[src/rtl/seq_pkg.sv]
// Shared types and helpers for the vector sequencer and its hold timer.
package seq_pkg;

  typedef enum logic [1:0] {IDLE, APPLY, DONE} seq_state_t;

  // Hold-counter width; never narrower than one bit, even for a single-cycle hold.
  function automatic int unsigned hold_width(input int unsigned hold_cycles);
    return (hold_cycles > 2) ? $clog2(hold_cycles) : 1;
  endfunction

endpackage

[src/rtl/vector_sequencer_hold_timer.sv]
// Up-counter that times how long each vector is held; tc flags the sample cycle.
module hold_timer
  import seq_pkg::*;
#(
  parameter int unsigned HoldCycles = 10
) (
  input  logic clk,
  input  logic reset,
  input  logic clear,
  input  logic en,
  output logic tc
);

  localparam int unsigned Width = hold_width(HoldCycles);
  localparam logic [Width-1:0] Last = Width'(HoldCycles - 1);
  localparam logic [Width-1:0] One = Width'(1);

  logic [Width-1:0] count_q, count_d;

  always_comb begin
    count_d = count_q;
    if (clear) begin
      count_d = '0;
    end else if (en) begin
      count_d = count_q + One;
    end
  end

  always_ff @(posedge clk) begin
    if (reset) begin
      count_q <= '0;
    end else begin
      count_q <= count_d;
    end
  end

  assign tc = (count_q == Last);

endmodule

[src/rtl/vector_sequencer.sv]
// Exhaustive stimulus stage: walks every input vector, samples the unit under
// test on the last hold cycle, and accumulates a mismatch summary.
module vector_sequencer
  import seq_pkg::*;
#(
  parameter int unsigned              N_IN        = 3,
  parameter int unsigned              HOLD_CYCLES = 10,
  parameter logic [(1 << N_IN) - 1:0] EXPECTED    = 8'h31
) (
  input  logic            clk,
  input  logic            reset,
  input  logic            start,
  input  logic            y,
  output logic [N_IN-1:0] vec,
  output logic            busy,
  output logic            done,
  output logic            pass,
  output logic [N_IN:0]   err_count,
  output logic [N_IN-1:0] first_fail_vec,
  output logic            first_fail_valid
);

  localparam logic [N_IN-1:0] VecMax = '1;
  localparam logic [N_IN-1:0] VecOne = N_IN'(1);
  localparam logic [N_IN:0]   ErrOne = (N_IN + 1)'(1);

  seq_state_t      state_q, state_d;
  logic [N_IN-1:0] vec_q, vec_d;
  logic            busy_q, busy_d;
  logic            done_q, done_d;
  logic            pass_q, pass_d;
  logic [N_IN:0]   err_q, err_d;
  logic [N_IN-1:0] ffv_q, ffv_d;
  logic            ffvalid_q, ffvalid_d;

  logic tc;
  logic mismatch;

  // Counter restarts for every new vector and idles at zero outside APPLY.
  hold_timer #(
    .HoldCycles(HOLD_CYCLES)
  ) u_hold_timer (
    .clk  (clk),
    .reset(reset),
    .clear((state_q != APPLY) || tc),
    .en   (state_q == APPLY),
    .tc   (tc)
  );

  // An X/Z on y must count as a failure in simulation.
`ifdef SYNTHESIS
  assign mismatch = (y != EXPECTED[vec_q]);
`else
  assign mismatch = (y !== EXPECTED[vec_q]);
`endif

  always_comb begin
    state_d   = state_q;
    vec_d     = vec_q;
    busy_d    = busy_q;
    done_d    = 1'b0;
    pass_d    = pass_q;
    err_d     = err_q;
    ffv_d     = ffv_q;
    ffvalid_d = ffvalid_q;
    unique case (state_q)
      IDLE: begin
        vec_d = '0;
        if (start) begin
          state_d   = APPLY;
          busy_d    = 1'b1;
          err_d     = '0;
          pass_d    = 1'b0;
          ffv_d     = '0;
          ffvalid_d = 1'b0;
        end
      end
      APPLY: begin
        if (tc) begin
          if (mismatch) begin
            err_d = err_q + ErrOne;
            if (!ffvalid_q) begin
              ffv_d     = vec_q;
              ffvalid_d = 1'b1;
            end
          end
          if (vec_q != VecMax) begin
            vec_d = vec_q + VecOne;
          end else begin
            state_d = DONE;
            vec_d   = '0;
            busy_d  = 1'b0;
            done_d  = 1'b1;
            pass_d  = (err_d == '0);
          end
        end
      end
      DONE: begin
        state_d = IDLE;
      end
      default: begin
        state_d = IDLE;
      end
    endcase
  end

  always_ff @(posedge clk) begin
    if (reset) begin
      state_q   <= IDLE;
      vec_q     <= '0;
      busy_q    <= 1'b0;
      done_q    <= 1'b0;
      pass_q    <= 1'b0;
      err_q     <= '0;
      ffv_q     <= '0;
      ffvalid_q <= 1'b0;
    end else begin
      state_q   <= state_d;
      vec_q     <= vec_d;
      busy_q    <= busy_d;
      done_q    <= done_d;
      pass_q    <= pass_d;
      err_q     <= err_d;
      ffv_q     <= ffv_d;
      ffvalid_q <= ffvalid_d;
    end
  end

  assign vec              = vec_q;
  assign busy             = busy_q;
  assign done             = done_q;
  assign pass             = pass_q;
  assign err_count        = err_q;
  assign first_fail_vec   = ffv_q;
  assign first_fail_valid = ffvalid_q;

endmodule

[config.mk]
export PLATFORM = sky130hd
export DESIGN_NAME = vector_sequencer
export DESIGN_NICKNAME = d
export VERILOG_FILES = /design/src/rtl/seq_pkg.sv /design/src/rtl/vector_sequencer_hold_timer.sv /design/src/rtl/vector_sequencer.sv
export SDC_FILE = /design/constraint.sdc
export NUM_CORES = 1
export LEC_CHECK = 0
export CAP_MARGIN = 40
export CORE_MARGIN = 1.5
export CORE_UTILIZATION = 40
export CTS_BUF_LIST = sky130_fd_sc_hd__clkbuf_8 sky130_fd_sc_hd__clkbuf_16
export DETAILED_ROUTE_END_ITERATION = 6
export GPL_ROUTABILITY_DRIVEN = 1
export GPL_TIMING_DRIVEN = 1
export PLACE_DENSITY = 0.66
export SYNTH_ARGS = -nofsm -noshare
export SYNTH_HDL_FRONTEND = slang
export SYNTH_HIERARCHICAL = 1
export SYNTH_SLANG_ARGS = --single-unit
[constraint.sdc]
create_clock -name clk -period 1.5 [get_ports clk]
set_input_delay 0.15 -clock clk [delete_from_list [all_inputs] [get_ports clk]]
set_output_delay 0.15 -clock clk [all_outputs]
set_load 0.005 [all_outputs]
==> summary.txt <==
Run status
  – Status: complete, but fails checks
  – Violated checks: setup timing

Timing
  – Final Hold Fails: 0
  – RSZ-0062 raised after global routing: yes
  – Final period util: 105%
  – Worst Clk Skew: 0.00758 ns
  – Worst setup margin: -0.0705 ns
  – Hold_ws: around 0.46 ns
  – Post-layout min period: 1.57 ns
  – TNS Setup: -0.287 ns
  – Worst-Margin Slew: between 0.3 and 0.4 ns
  – Final setup viols: 6
  – FMAX: ~0.64 GHz
  – Rel. slew slack: between 70% and 80%
  – Final Max Slew Viols: 0

Critical path
  – Crit path capture type: register
  – Slowest stage delay, CP: 0.33 ns
  – Worst EP arrival: 1.74 ns
  – Kind of cell adding the most delay to the critical path: simple AND/OR/NAND/NOR gates
  – WS Path Type: reg -> reg
  – CP bufs+invs: 2
  – Req. time, crit path: approximately 1.7 ns
  – Worst Path Max Fanout: 6
  – Slowest-stage cell, CP: dfxtp_2
  – Critical path cell sequence: inv_2 > ha_4 > and3b_2 > and3b_2 > buf_6 > nand3b_1 > a21oi_2 > a21oi_2
  – Startpoint types: register

Route
  – Vias/cell: between 5 and 6
  – Initial DRC Count: 11
  – Routed WL: 2440 µm
  – Antenna viol nets, final: 0
  – Vias: between 900 and 1000
  – Drt drc: 0
  – Wire length per cell: approximately 14 µm
  – TritonRoute pass-1 iters: 4

Clocking
  – Clock Latency Late Sink: 0.27 ns
  – CTS Buf Count: 3
  – Clock transition at path regs: approximately 0.080 ns
  – CTS tree: built
  – Clk root buf: clkbuf_8
  – H-tree levels: 1
  – Hold_buf cts: 0
  – Sink Count: 21
  – Clock tree buffer depth: 2

Die
  – I/O pins: 18
  – DIE HEIGHT: 53.4 µm
  – Die footprint: ~2800 µm²
  – Number of core rows: 18
  – Starting Density: a little over two fifths
  – Die width: around 53 µm
  – Floorplan Core Area: 2430 µm²

Synth
  – Register area share after synthesis: between 40% and 50%
  – Net count after synthesis: between 100 and 150
  – Synth cell types: 35
  – Yosys top cell by area: dfxtp_1
  – Commonest register cell after synthesis: dfxtp_1
  – Synth top area share: just over 40%
  – Yosys reg bits: 21
  – YS warnings: 6
  – Synthesized area per cell: between 8 and 9 µm²
  – Synthesized area: roughly 1000 µm²
  – EDFF count, synth: 0
  – Synth async-reset ratio: 0%
  – Most area-consuming cells after synthesis: dfxtp_1 41%, ha_1 6.2%, a21oi_1 4.9%, o21ai_0 3.5%, nand4_1 3.1%
  – Syn Inst Count: 113

Global routing
  – Pin count of the biggest net entering global routing: 16
  – Vias in the first global route: 903
  – Initial antenna violation count: 0
  – All-Layer GR Usage: about a fifth
  – Total gr overflow: 0
  – Global Route met3 Usage: 2.82%
  – First-pass GRT wire length: ~3800 µm
  – Met2 usage: around 34%
  – Met1 usage: approximately 20%
  – Gr busiest metal: met2

Finish
  – # fillers: around 210
  – Post-route cell area: 1520 µm²
  – Layout cells sized above 1: a little over a third
  – Synth-to-Final Area Change: 49.9%
  – Total Nets Final: about 160
  – Ant diodes: 0

Power
  – Maximum VDD drop: 0.470 mV
  – Static leakage: between 0.5 and 0.6 nW
  – Pwr dens: between 700 and 800 nW/µm²
  – Design Power: between 1 and 1.5 mW

Place
  – Routability cong.: between 0.7 and 0.8
  – I/O Buffers: 17
  – Detailed Place HPWL: 1780 µm
  – Cell Area, Placed: ~1400 µm²

Worst hold path
  – Hold/Removal Path Class: reg -> reg

Run
  – Max Cap Viol: 0
path summary, 6_finish.rpt:
check | startpoint | endpoint | slack, ns | cells after the start
worst min register to register | busy | busy | 0.46 | 2
worst max-delay path | u_hold_timer/count_q[1] | register | -0.07 | 8
worst min-delay path | busy | busy | 0.46 | 2
worst max register to register | u_hold_timer/count_q[1] | register | -0.07 | 8
what timing repair did:
action | in CTS | in global routing
resized for setup | 13 | 15
pin swaps | 6 | 6
endpoints found under the setup margin | 11 | 16
buffers inserted | 0 | 1
logic make-up (layout without fill, tap and decap cells):
| family | Yosys count | in the layout | share of synthesized area [%] |
|---|---|---|---|
| fa+ha+maj | 5 | 5 | 6.17 |
| mux | 3 | 3 | 3.21 |
| buf+inv | 7 | 42 | 2.84 |
| flops | 21 | 21 | 41.4 |
| simple gates | 44 | 44 | 24.2 |
| compound gates | 29 | 29 | 18.0 |
| xor+xnor | 4 | 4 | 4.19 |
worst reg2reg max path, delay by kind of cell, from the launching register on:
kind / cells / cell delay (ns)
AO/OA/AOI/OAI: 2 / 0.23
adder cells (fa/ha/maj): 1 / 0.11
buffers and inverters: 2 / 0.19
flip-flops: 1 / 0.33
AND/OR/NAND/NOR: 3 / 0.61
per-stage QoR:
stage                     cells  util, %  worst slack [ns]
final                       178     62.6           -0.0705
after floorplan             113        -           -0.0705
after detailed placement    173     55.9            -0.167
after global routing        178     62.6            -0.136
after global placement      173     55.9            -0.118
after CTS                   177     59.8           -0.0803
layout by cell type, fill, tap and decap left out, types with 2 or more instances in the layout:
cell type,instances
a31oi_1,2
nand3_1,5
or2_4,2
o21a_1,3
a21oi_2,3
nand2_1,5
a211oi_2,2
dfxtp_2,3
xnor2_1,3
clkbuf_8,3
o21ai_0,4
nand4_1,5
buf_6,2
ha_1,4
clkdlybuf4s50_1,17
nor2_1,6
nor3_1,3
nand3b_1,2
dfxtp_1,18
buf_4,16
and3b_2,2
nor2b_2,2
o21ai_1,2
a21oi_1,6
flip-flops by register name, summed over array words and instances (netlist names), named ones only:
signal,count
err_count,4
u_hold_timer/count_q,4
first_fail_vec,3
vec,3
state_q,2
busy,1
done,1
first_fail_valid,1
pass,1
synthesized netlist by cell type (3+ instances only):
master,n
a21oi_1,10
clkbuf_1,3
dfxtp_1,21
ha_1,5
nand2_1,6
nand3_1,5
nand4_1,5
nor2_1,7
nor2b_1,3
nor3_1,3
o21a_1,3
o21ai_0,7
xnor2_1,3
final cells by class:
| cell class | instances | area [µm²] | share of cell area, % |
|---|---|---|---|
| clock buffer | 3 | 41.3 | 2.71 |
| clock inverter | 1 | 5.00 | 0.329 |
| inverter | 2 | 7.51 | 0.493 |
| multi-input combinational | 85 | 673 | 44.2 |
| sequential | 21 | 424 | 27.9 |
| tap | 30 | 37.5 | 2.47 |
| timing repair buffer | 36 | 333 | 21.9 |
routing by layer:
metal / share of wire [%] / vias up
met2: 53 / 13
met1: 43 / 466
met3: 2.6 / 6
li1: - / 481
met5: 0 / -
met4: 2.1 / 0
power breakdown:
part / switching, mW / internal, mW / leakage (nW) / total [mW]
Clock: 0.195 / 0.186 / 0.0255 / 0.380
Sequential: 0.00990 / 0.566 / 0.171 / 0.575
Combinational: 0.0588 / 0.0641 / 0.376 / 0.123
Note: power is estimated with default switching activity, not from simulation.
